File: src/rtl/serial_parallel_rx.sv
// Serial lane receiver: hunts for the idle comma to find byte alignment, then
// delivers MSB-first bytes with a valid qualifier once enough commas have been seen.
module serial_parallel_rx #(
   parameter logic [7:0]  COMMA      = 8'hBC,
   parameter int unsigned LOCK_COUNT = 4
) (
   input  logic       clk,
   input  logic       reset,
   input  logic       data_in_serial,
   output logic [7:0] data_out_8b,
   output logic       valid_out,
   output logic       byte_stb,
   output logic       active
);

   typedef enum logic [1:0] {SEARCH, LOCKING, ACTIVE} state_t;

   localparam logic [3:0] LOCK_N = 4'(LOCK_COUNT);

   state_t     state_q, state_d;
   logic [7:0] sr_q, sr_d;
   logic [7:0] data_q, data_d;
   logic [2:0] bit_cnt_q, bit_cnt_d;
   logic [3:0] bc_cnt_q, bc_cnt_d;
   logic       valid_q, valid_d;
   logic       stb_q, stb_d;

   logic [7:0] cand;
   logic       is_comma;
   logic       boundary;
   logic [3:0] bc_inc;

   assign cand     = {sr_q[6:0], data_in_serial};
   assign is_comma = (cand == COMMA);
   assign boundary = (bit_cnt_q == 3'd7);
   assign bc_inc   = bc_cnt_q + 4'd1;

   always_ff @(posedge clk or posedge reset) begin
      if (reset) begin
         state_q   <= SEARCH;
         sr_q      <= '0;
         data_q    <= '0;
         bit_cnt_q <= '0;
         bc_cnt_q  <= '0;
         valid_q   <= 1'b0;
         stb_q     <= 1'b0;
      end else begin
         state_q   <= state_d;
         sr_q      <= sr_d;
         data_q    <= data_d;
         bit_cnt_q <= bit_cnt_d;
         bc_cnt_q  <= bc_cnt_d;
         valid_q   <= valid_d;
         stb_q     <= stb_d;
      end
   end

   always_comb begin
      state_d   = state_q;
      sr_d      = cand;
      data_d    = data_q;
      bit_cnt_d = bit_cnt_q + 3'd1;
      bc_cnt_d  = bc_cnt_q;
      valid_d   = valid_q;
      stb_d     = 1'b0;
      unique case (state_q)
         SEARCH: begin
            // Phase is undefined until a comma is seen; the counter is held at
            // zero so the bit after a matching comma is bit 7 of the next byte.
            bit_cnt_d = '0;
            if (is_comma) begin
               bc_cnt_d = 4'd1;
               state_d  = (LOCK_N == 4'd1) ? ACTIVE : LOCKING;
            end
         end
         LOCKING: begin
            if (boundary) begin
               stb_d = 1'b1;
               if (is_comma) begin
                  if (bc_cnt_q != 4'hF) bc_cnt_d = bc_inc;
                  if (bc_inc == LOCK_N) state_d = ACTIVE;
               end else begin
                  state_d   = SEARCH;
                  bc_cnt_d  = '0;
                  bit_cnt_d = '0;
               end
            end
         end
         ACTIVE: begin
            if (boundary) begin
               stb_d = 1'b1;
               if (is_comma) begin
                  valid_d = 1'b0;
               end else begin
                  data_d  = cand;
                  valid_d = 1'b1;
               end
            end
         end
         default: state_d = SEARCH;
      endcase
   end

   assign data_out_8b = data_q;
   assign valid_out   = valid_q;
   assign byte_stb    = stb_q;
   assign active      = (state_q == ACTIVE);

endmodule

File: config.mk
export PLATFORM = sky130hd
export DESIGN_NAME = serial_parallel_rx
export DESIGN_NICKNAME = d
export VERILOG_FILES = /design/src/rtl/serial_parallel_rx.sv
export SDC_FILE = /design/constraint.sdc
export NUM_CORES = 1
export LEC_CHECK = 0
export ABC_CLOCK_PERIOD_IN_PS = 2750
export BUFFER_PORTS_ARGS = -buffer_cell sky130_fd_sc_hd__buf_4
export CAP_MARGIN = 20
export CORE_AREA = 5 5 73 75
export CTS_BUF_LIST = sky130_fd_sc_hd__clkbuf_4
export DETAILED_ROUTE_END_ITERATION = 6
export DIE_AREA = 0 0 78 80
export PLACE_DENSITY = 0.45
export REMOVE_ABC_BUFFERS = 1
export SLEW_MARGIN = 10
export SYNTH_ARGS = -nofsm -noshare
export SYNTH_HDL_FRONTEND = slang
export SYNTH_SLANG_ARGS = --single-unit
File: constraint.sdc
create_clock -name clk -period 2.75 [get_ports clk]
set_input_delay 0.275 -clock clk [delete_from_list [all_inputs] [get_ports clk]]
set_output_delay 0.275 -clock clk [all_outputs]
set_load 0.02 [all_outputs]
# After elaboration in Yosys (flattened, before gate mapping)
# Index checks and enable logic that the tools add are counted.
[word_totals] ramBits=0 output_inout_bits=11 ff_bits=26 latch_bits=0 mem_count=0 inputBits=3 wordCells=44 romBits=0
[op_classes] n_reduce_logical=7 n_shift=0 n_eq_ne=10 bitwise_logic=2 mux=16 div=0 n_lt_le_gt_ge=0 n_addsub=2 n_mul=0
[op_table] cell="$mux W4" n=4
[op_table] cell="$eq A8 B8 Y1 const B" n=1
[op_table] cell="$mux W2" n=4
[op_table] cell="$pmux W4 S2" n=1
[op_table] cell="$reduce_and A4 Y1" n=2
[op_table] cell="$mux W3" n=2
[op_table] cell="$ne A3 B3 Y1 const B" n=2
[op_table] cell="$pmux W2 S3" n=1
[op_table] cell="$pmux W3 S2" n=1
[op_table] cell="$add A4 B1 Y4 const B" n=1
[op_table] cell="$eq A4 B3 Y1 const B" n=1
[op_table] cell="$ne A2 B2 Y1 const B" n=2
[op_table] cell="$ne A4 B4 Y1 const B" n=1
[op_table] cell="$add A3 B1 Y3 const B" n=1
[op_table] cell="$eq A3 B3 Y1 const B" n=1
[op_table] cell="$mux W1" n=3
[op_table] cell="$reduce_and A3 Y1" n=1
[op_table] cell="$eq A2 B1 Y1 const B" n=1
[op_table] cell="$eq A2 B2 Y1 const B" n=1
[op_table] cell="$logic_not A2 Y1" n=1
[op_table] cell="$not A1 Y1" n=2
[op_table] cell="$reduce_and A2 Y1" n=1
[op_table] cell="$reduce_bool A2 Y1" n=1
[op_table] cell="$reduce_or A2 Y1" n=1

# Depth between registers and ports, before layout
# Gate-level depths: netlist (run 1).
[logic_depth] depth_word=6 ltp_mapped=7 ltp_nobuf=7

# Worst setup path before layout (run 1)
# OpenSTA, ideal clock, no wires.
[synth_path] path_kind="register to register" start="reg state_q[1]" end="reg bc_cnt_q[3]" setup_slack_ps=1001 required_ps=2629 setup_time_ps=121 stages_incl_launch_ff=8 path_buffers=0 arrival_ps=1628 period_less_slack_ps=1749 path_cell_list="dfrtp_1 > inv_1 > ha_1 > nand2_1 > a31oi_1 > and4_1 > o31ai_1 > a22o_1"
[synth_via] elab_chain_len=3 word_cells_on_any_way=8 classes_between="eq/ne (4); mux (1); reduce/logical (3)"
[synth_lines] item="start, declared" line="20" source="state_t state_q, state_d;"
[synth_lines] item="start signal, assigned" line="48" source="state_q <= state_d;"
[synth_lines] item="$eq A2 B1 Y1 / $logic_not A2 Y1 (equally long branches)" line="66" source="unique case (state_q)"
[synth_lines] item="$ne A3 B3 Y1 (no line) (tied with other cells)"
[synth_lines] item="$reduce_and A4 Y1 (no line)"
[synth_lines] item="end signal, assigned" line="52" source="bc_cnt_q <= bc_cnt_d;"
[synth_lines] item="end, declared" line="24" source="logic [3:0] bc_cnt_q, bc_cnt_d;"
# Parallel ways exist; a longest one is shown, timed or not.
# A chain may end at the register's enable or synchronous reset.

# Worst setup path after layout (run 1)
[layout_path] start="reg bit_cnt_q[0]" end="reg bc_cnt_q[3]"
[layout_via] elab_chain_len=3
[layout_lines] item="start, declared" line="23" source="logic [2:0] bit_cnt_q, bit_cnt_d;"
[layout_lines] item="start signal, assigned" line="51" source="bit_cnt_q <= bit_cnt_d;"
[layout_lines] item="$eq A3 B3 Y1" line="35" source="assign boundary = (bit_cnt_q == 3'd7);"
[layout_lines] item="$ne A2 B2 Y1 (no line)"
[layout_lines] item="$reduce_and A4 Y1 (no line)"
# Every way passes these cells.

==> results.md, run 1 <==
- Synth Warn #: 0
- Die area: ~6200 um^2
- Final cell count without fillers: 164
- Antenna diode count: 0
- GR Overflow Total: 0
- H-tree depth: 1
- Ratio of cells with drive above 1 in the final layout: between 20 and 30%
- Syn Inst Count: 92
- Status: finished, final reports clean
- WP data arrival: around 2.2 ns
- Clock Pin Slew Worst Setup and Hold Paths: 0.13 ns
- Clk_lat worst skew: 0.31 ns
- Synth Area in Adders: around 7.7%
- Wire length of the first global-routing pass: between 3 and 4 mm
- Core Util, Final: 29.6%
- Power density over cell area: between 400 and 500 nW/um^2
- All-Layer GR Usage: around 7.3%
- Net Sw Frac: 24.3%
- Io pins: 14
- Post-synth EDFFs: 0
- Avg Inst Size Synth: about 12 um^2
- Worst-Margin Slew: 0.752 ns
- Core region area: 4600 um^2
- Internal: 0.477 mW
- Leakage: about 0.65 nW
- Post-CTS Setup Bufs: 0
- GPL Wtd Cong: approximately 0.80
- Post-DP HPWL: 1.63 mm
- Critical setup path kind: reg2reg
- Yosys reg bits: 26
- Largest net degree at the start of global routing: 27
- Vias: ~750
- Synth top area cells: dfrtp_1 57%, mux2_2 7.9%, ha_1 7.7%
- Compound-cell area share of the yosys netlist: between 10 and 15%
- Root buf cell: clkbuf_4
- Multiplexer share of the synthesized area: under 10%
- Clk sinks: 26
- Final ANT Viol Nets: 0
- Critical Path RT: around 3 ns
- Vias in the first global route: 819
- Synth Area in XOR/XNOR: 0%
- Relative slew slack: 49.4%
- Die width: a little under 80 um
- Post-synth top area cell: dfrtp_1
- Cell area after synthesis: between 1000 and 1500 um^2
- Row cnt: 25
- NetSw: approximately 0.15 mW
- Final setup fails: 0
- Seq/Total Area, Yosys: a little under three fifths
- Post-synth ARST share: between 90% and 100%
- Initial DRC count: 37
- Vias per inst: around 4.6
- CTS Buf Count: 3
- Area grow syn2layout: 19.0%
- Final net count: ~120
- PortBufs: 13
- Initial antenna violation count: 0
- Comb pwr share: 10.1%
- Worst Setup Start Kind: register
- Initial Util: between 20% and 30%
- Main combinational cell family by area after synthesis: compound AO/OA/AOI/OAI gates
- Setup TNS: 0 ns
- Crit Path Max Fanout: 6
- RSZ-0062 raised after global routing: false
- Final Cycle Share: a little under three quarters
- Placed insts: between 150 and 200
- Die height: ~80 um
- CP Capture Type: register
- Reg2reg setup slack: 0.77 ns
- Clock Skew: 0.00430 ns
- Period minus WS final: roughly 2.0 ns
- Power share of the sequential group: between 60 and 70%
- Share of the synthesized area in the top cell type: 56.9%
- Most common cell in the synthesized netlist: dfrtp_1
- Most used DFF post-synth: dfrtp_1
- Peak supply drop: roughly 270 uV
- Synth cell types: 30
- Final Slew Violations: 0
- # resized after CTS: 0
- CTS Buffer Depth: 2
- Residual DRC count: 0
- DR WL/cell: around 13 um
- Final hold viol count: 0
- Max_cap viols: 0
- Synth cell count leaders: 26 x dfrtp_1, 8 x mux2_2, 7 x ha_1, 6 x nand2_1
- Final Routed Wirelength: about 2.2 mm
- Clk pwr share: roughly a quarter
- Worst Hold Class: in2reg
- Fmax achieved: 0.506 GHz
- Simple-gate share of the synthesized area: roughly 11%
- CTS tree: yes
- First drt pass iteration count: 4
## worst paths after layout
| check | startpoint | end | depth (start not counted) |
|---|---|---|---|
| hold reg to reg | sr_q[3] | sr_q[4] | 0 |
| setup reg to reg | bit_cnt_q[0] | bc_cnt_q[3] | 7 |
| max in group asynchronous | reset | sr_q[2] | 4 |
| hold / removal | data_in_serial | sr_q[0] | 1 |
| setup / recovery | bit_cnt_q[0] | bc_cnt_q[3] | 7 |
| min in group asynchronous | reset | bc_cnt_q[3] | 3 |
## power groups by stage
stage	Sequential (mW)	Clock (mW)	Combinational (mW)
after global routing	0.411	0.189	0.0716
after floorplan	0.415	0	0.0401
after detailed placement	0.416	0	0.0583
after CTS	0.409	0.170	0.0588
final	0.408	0.157	0.0636
after global placement	0.416	0	0.0572
## cell type report
class / instances / area [um^2]
multi-input combinational: 60 / 463
inverter: 5 / 18.8
fill: 478 / 3240
tap: 54 / 67.6
clock inverter: 1 / 3.75
timing repair buffer: 15 / 135
sequential: 26 / 651
clock buffer: 3 / 22.5
## metal layers
layer	part of all wire, %	GRT usage (%)	vias up
met1	46	9.45	370
met3	3.0	1.35	2
met4	0.46	2.03	0
met2	50	12.4	8
met5	0	0	-
li1	-	-	368
## timing repair
action | CTS | global route
endpoints found under the hold margin | 0 | 4
endpoints found under the setup margin | 0 | 0
hold buffers | 0 | 1
## sequential cells by signal (all words and copies together), names as in the netlist
register / cells
byte_stb: 1
state_q: 2
sr_q: 7
bc_cnt_q: 4
data_out_8b: 8
bit_cnt_q: 3
valid_out: 1
## stage by stage
stage                     area, um^2  hold WS [ns]  total power [mW]  setup slack [ns]
after detailed placement        1300         0.390             0.474             0.822
after global placement          1300         0.393             0.473             0.867
after CTS                       1320        0.0864             0.637             0.793
final                           1360        0.0950             0.629             0.774
after global routing            1360        0.0706             0.671             0.650
after floorplan                 1130         0.306             0.455              1.00
## worst max-delay path, stage by stage (launching register included)
cell and delay [ns]:
dfrtp_1 0.38, ha_1 0.16, ha_1 0.28, nand2_1 0.12, a31oi_1 0.36, and4_1 0.27, o31ai_1 0.08, a22o_1 0.24
## cell families after synthesis
| logic type | after synthesis |
|---|---|
| DFF | 26 |
| adders and majority gates | 7 |
| and+or+nand+nor | 23 |
| AOI/OAI and AO/OA | 22 |
| muxes | 8 |
| buffers and inverters | 6 |
## layout by cell type, fill, tap and decap left out, drive strengths merged
cell type    synthesis  layout
nand2                6       6
mux2                 8       8
a21o                 3       3
a22o                 1       1
o32ai                1       1
o21ai                3       3
inv                  5       5
o31ai                2       2
nand3                1       1
buf                  1      14
nand2b               1       1
and2                 2       2
a21oi                5       5
o311ai               1       1
nor2b                5       5
dfrtp               26      26
nor2                 3       3
dlygate4sd3          0       1
clkinv               0       1
nand4b               1       1
or4                  1       1
and4                 1       1
nor4                 1       1
ha                   7       7
o2111ai              1       1
clkbuf               0       3
o22ai                1       1
nor3                 1       1
a31oi                2       2
o2bb2ai              2       2
Power figures use the tool's default switching activity.
==> run 2: changes to the inputs <==
--- a/config.mk
+++ b/config.mk
@@ -5,7 +5,7 @@
 export SDC_FILE = /design/constraint.sdc
 export NUM_CORES = 1
 export LEC_CHECK = 0
-export ABC_CLOCK_PERIOD_IN_PS = 2750
+export ABC_CLOCK_PERIOD_IN_PS = 1900
 export BUFFER_PORTS_ARGS = -buffer_cell sky130_fd_sc_hd__buf_4
 export CAP_MARGIN = 20
 export CORE_AREA = 5 5 73 75
==> constraint.sdc (replaced) <==
create_clock -name clk -period 1.9 [get_ports clk]
set_input_delay 0.19 -clock clk [delete_from_list [all_inputs] [get_ports clk]]
set_output_delay 0.19 -clock clk [all_outputs]
set_load 0.02 [all_outputs]
==> results.md, run 2 (same netlist as run 1, synthesis figures left out) <==
- Root buf cell: clkbuf_4
- Final net count: 127
- Initial antenna violation count: 0
- Comb pwr share: ~10%
- Net Sw Frac: about a quarter
- Max FFs per register: 8
- Initial DRC count: 35
- Die area: 6240 um^2
- Power share of the sequential group: roughly 65%
- Max_cap viols: 0
- CTS tree: yes
- Post-DP HPWL: between 1.5 and 2 mm
- Residual DRC count: 0
- Fmax achieved: between 0.5 and 0.6 GHz
- WP data arrival: between 1.5 and 2 ns
- Crit Path Max Fanout: 4
- Worst Hold Class: reg2reg
- Vias per inst: 4.73
- Most crowded layer after global routing: met2
- Clock Pin Slew Worst Setup and Hold Paths: around 0.14 ns
- Peak supply drop: about 260 uV
- Final Cycle Share: between 90% and 100%
- Wire length of the first global-routing pass: a little under 4 mm
- Worst-Margin Slew: around 0.52 ns
- Relative slew slack: 65.0%
- Critical setup path kind: reg2reg
- GPL Wtd Cong: ~0.76
- Vias in the first global route: 852
- Die width: between 70 and 80 um
- Area grow syn2layout: 22.5%
- Status: finished, final reports clean
- Final setup margin: approximately 0.15 ns
- Internal: 0.687 mW
- Vias: 800
- Placed insts: 164
- Final cell count without fillers: about 170
- Core region area: 4600 um^2
- Period minus WS final: ~1.8 ns
- CTS Buf Count: 3
- First drt pass iteration count: 4
- Power density over cell area: between 600 and 700 nW/um^2
- Clk pwr share: between 20% and 30%
- Ratio of cells with drive above 1 in the final layout: roughly 30%
- Largest net degree at the start of global routing: 27
- Commonest non-fill, non-tap cells in the layout: 26 x dfrtp_1, 18 x buf_4, 8 x mux2_2, 7 x ha_1, 6 x nand2_1
- CP Capture Type: register
- Die height: around 80 um
- Initial Util: between 20% and 30%
- Met3 global-route usage: 1.69%
- Critical Path RT: between 2 and 2.5 ns
- Fill cells: ~470
- DR WL/cell: 13.0 um
- Setup TNS: 0 ns
- Final ANT Viol Nets: 0
- Final Slew Violations: 0
- Clk sinks: 26
- Post-CTS Setup Bufs: 0
- CTS Buffer Depth: 2
- PortBufs: 13
- All-Layer GR Usage: under 10%
- Worst Setup Start Kind: register
- Clk_lat worst skew: approximately 0.32 ns
- NetSw: 0.229 mW
- DP Worst Slack: 0.161 ns
- Leakage: ~0.68 nW
- Io pins: 14
- GR Overflow Total: 0
- H-tree depth: 1
- Final Routed Wirelength: between 2 and 2.5 mm
- Clock Skew: 0.0118 ns
- Grt met2 use: between 10% and 20%
- Most common cell after layout, fill and taps aside: dfrtp_1
- Row cnt: 25
- Met1 Resource Use GR: 9.29%
- RSZ-0062 raised after global routing: false
- Antenna diode count: 0
- Final setup fails: 0
- Final hold viol count: 0
[run 2: cell types whose count changed in the layout (fill, tap and decap cells not counted)]
cell	change
buf_12	+1
buf_16	-1
buf_4	+5
clkinv_1	-1
dlygate4sd3_1	+1
or4_1	-1
or4_4	+1
[run 2: final cells by class]
class | instances | area (um^2) | area share (%)
flip-flops and latches | 26 | 651 | 46.4
multi-input cells | 60 | 467 | 33.3
repair buffers | 21 | 175 | 12.5
well taps | 54 | 67.6 | 4.82
clock buffers | 3 | 22.5 | 1.61
inverters | 5 | 18.8 | 1.34
[run 2: what timing repair did]
item,CTS,global route
endpoints found under the hold margin,27,0
resized for setup,0,1
setup endpoints to repair,0,1
hold buffers,2,0
[run 2: critical path, stage by stage (launching register included)]
cell and delay [ns]:
dfrtp_1 0.38, ha_1 0.15, ha_1 0.24, nand2_1 0.11
a31oi_1 0.19, and4_1 0.27, o31ai_1 0.08, a22o_1 0.23
[run 2: power by group through the flow]
stage	Clock [mW]	Combinational [mW]	Sequential (mW)
floorplan	0	0.0580	0.600
global placement	0	0.0881	0.602
detailed placement	0	0.0893	0.602
CTS	0.248	0.0930	0.592
global route	0.272	0.106	0.596
finish	0.233	0.0916	0.592
[run 2: per-stage QoR]
step / util (%) / area [um^2] / power, mW / hold slack [ns]
global route: 30.5 / 1400 / 0.974 / 0.420
detailed placement: 29.5 / 1360 / 0.692 / 0.287
global placement: 29.5 / 1360 / 0.690 / 0.277
floorplan: - / 1130 / 0.658 / 0.221
finish: 30.5 / 1400 / 0.917 / 0.404
CTS: 30.4 / 1400 / 0.933 / 0.408
[run 2: final timing paths]
kind	slack, ns	start	end	depth (start not counted)
setup / recovery	0.15	bit_cnt_q[0]	bc_cnt_q[3]	7
hold / removal	0.40	sr_q[0]	sr_q[1]	0
setup reg to reg	0.15	bit_cnt_q[0]	bc_cnt_q[3]	7
hold reg to reg	0.40	sr_q[0]	sr_q[1]	0
max in group asynchronous	1.17	reset	bit_cnt_q[1]	4
min in group asynchronous	0.47	reset	data_out_8b[7]	4
[run 2: routing by layer]
layer  up-vias  part of all wire [%]
li1        382                     -
met3         2                   3.2
met1       402                    45
met4         0                  0.45
met5         -                     0
met2        14                    51
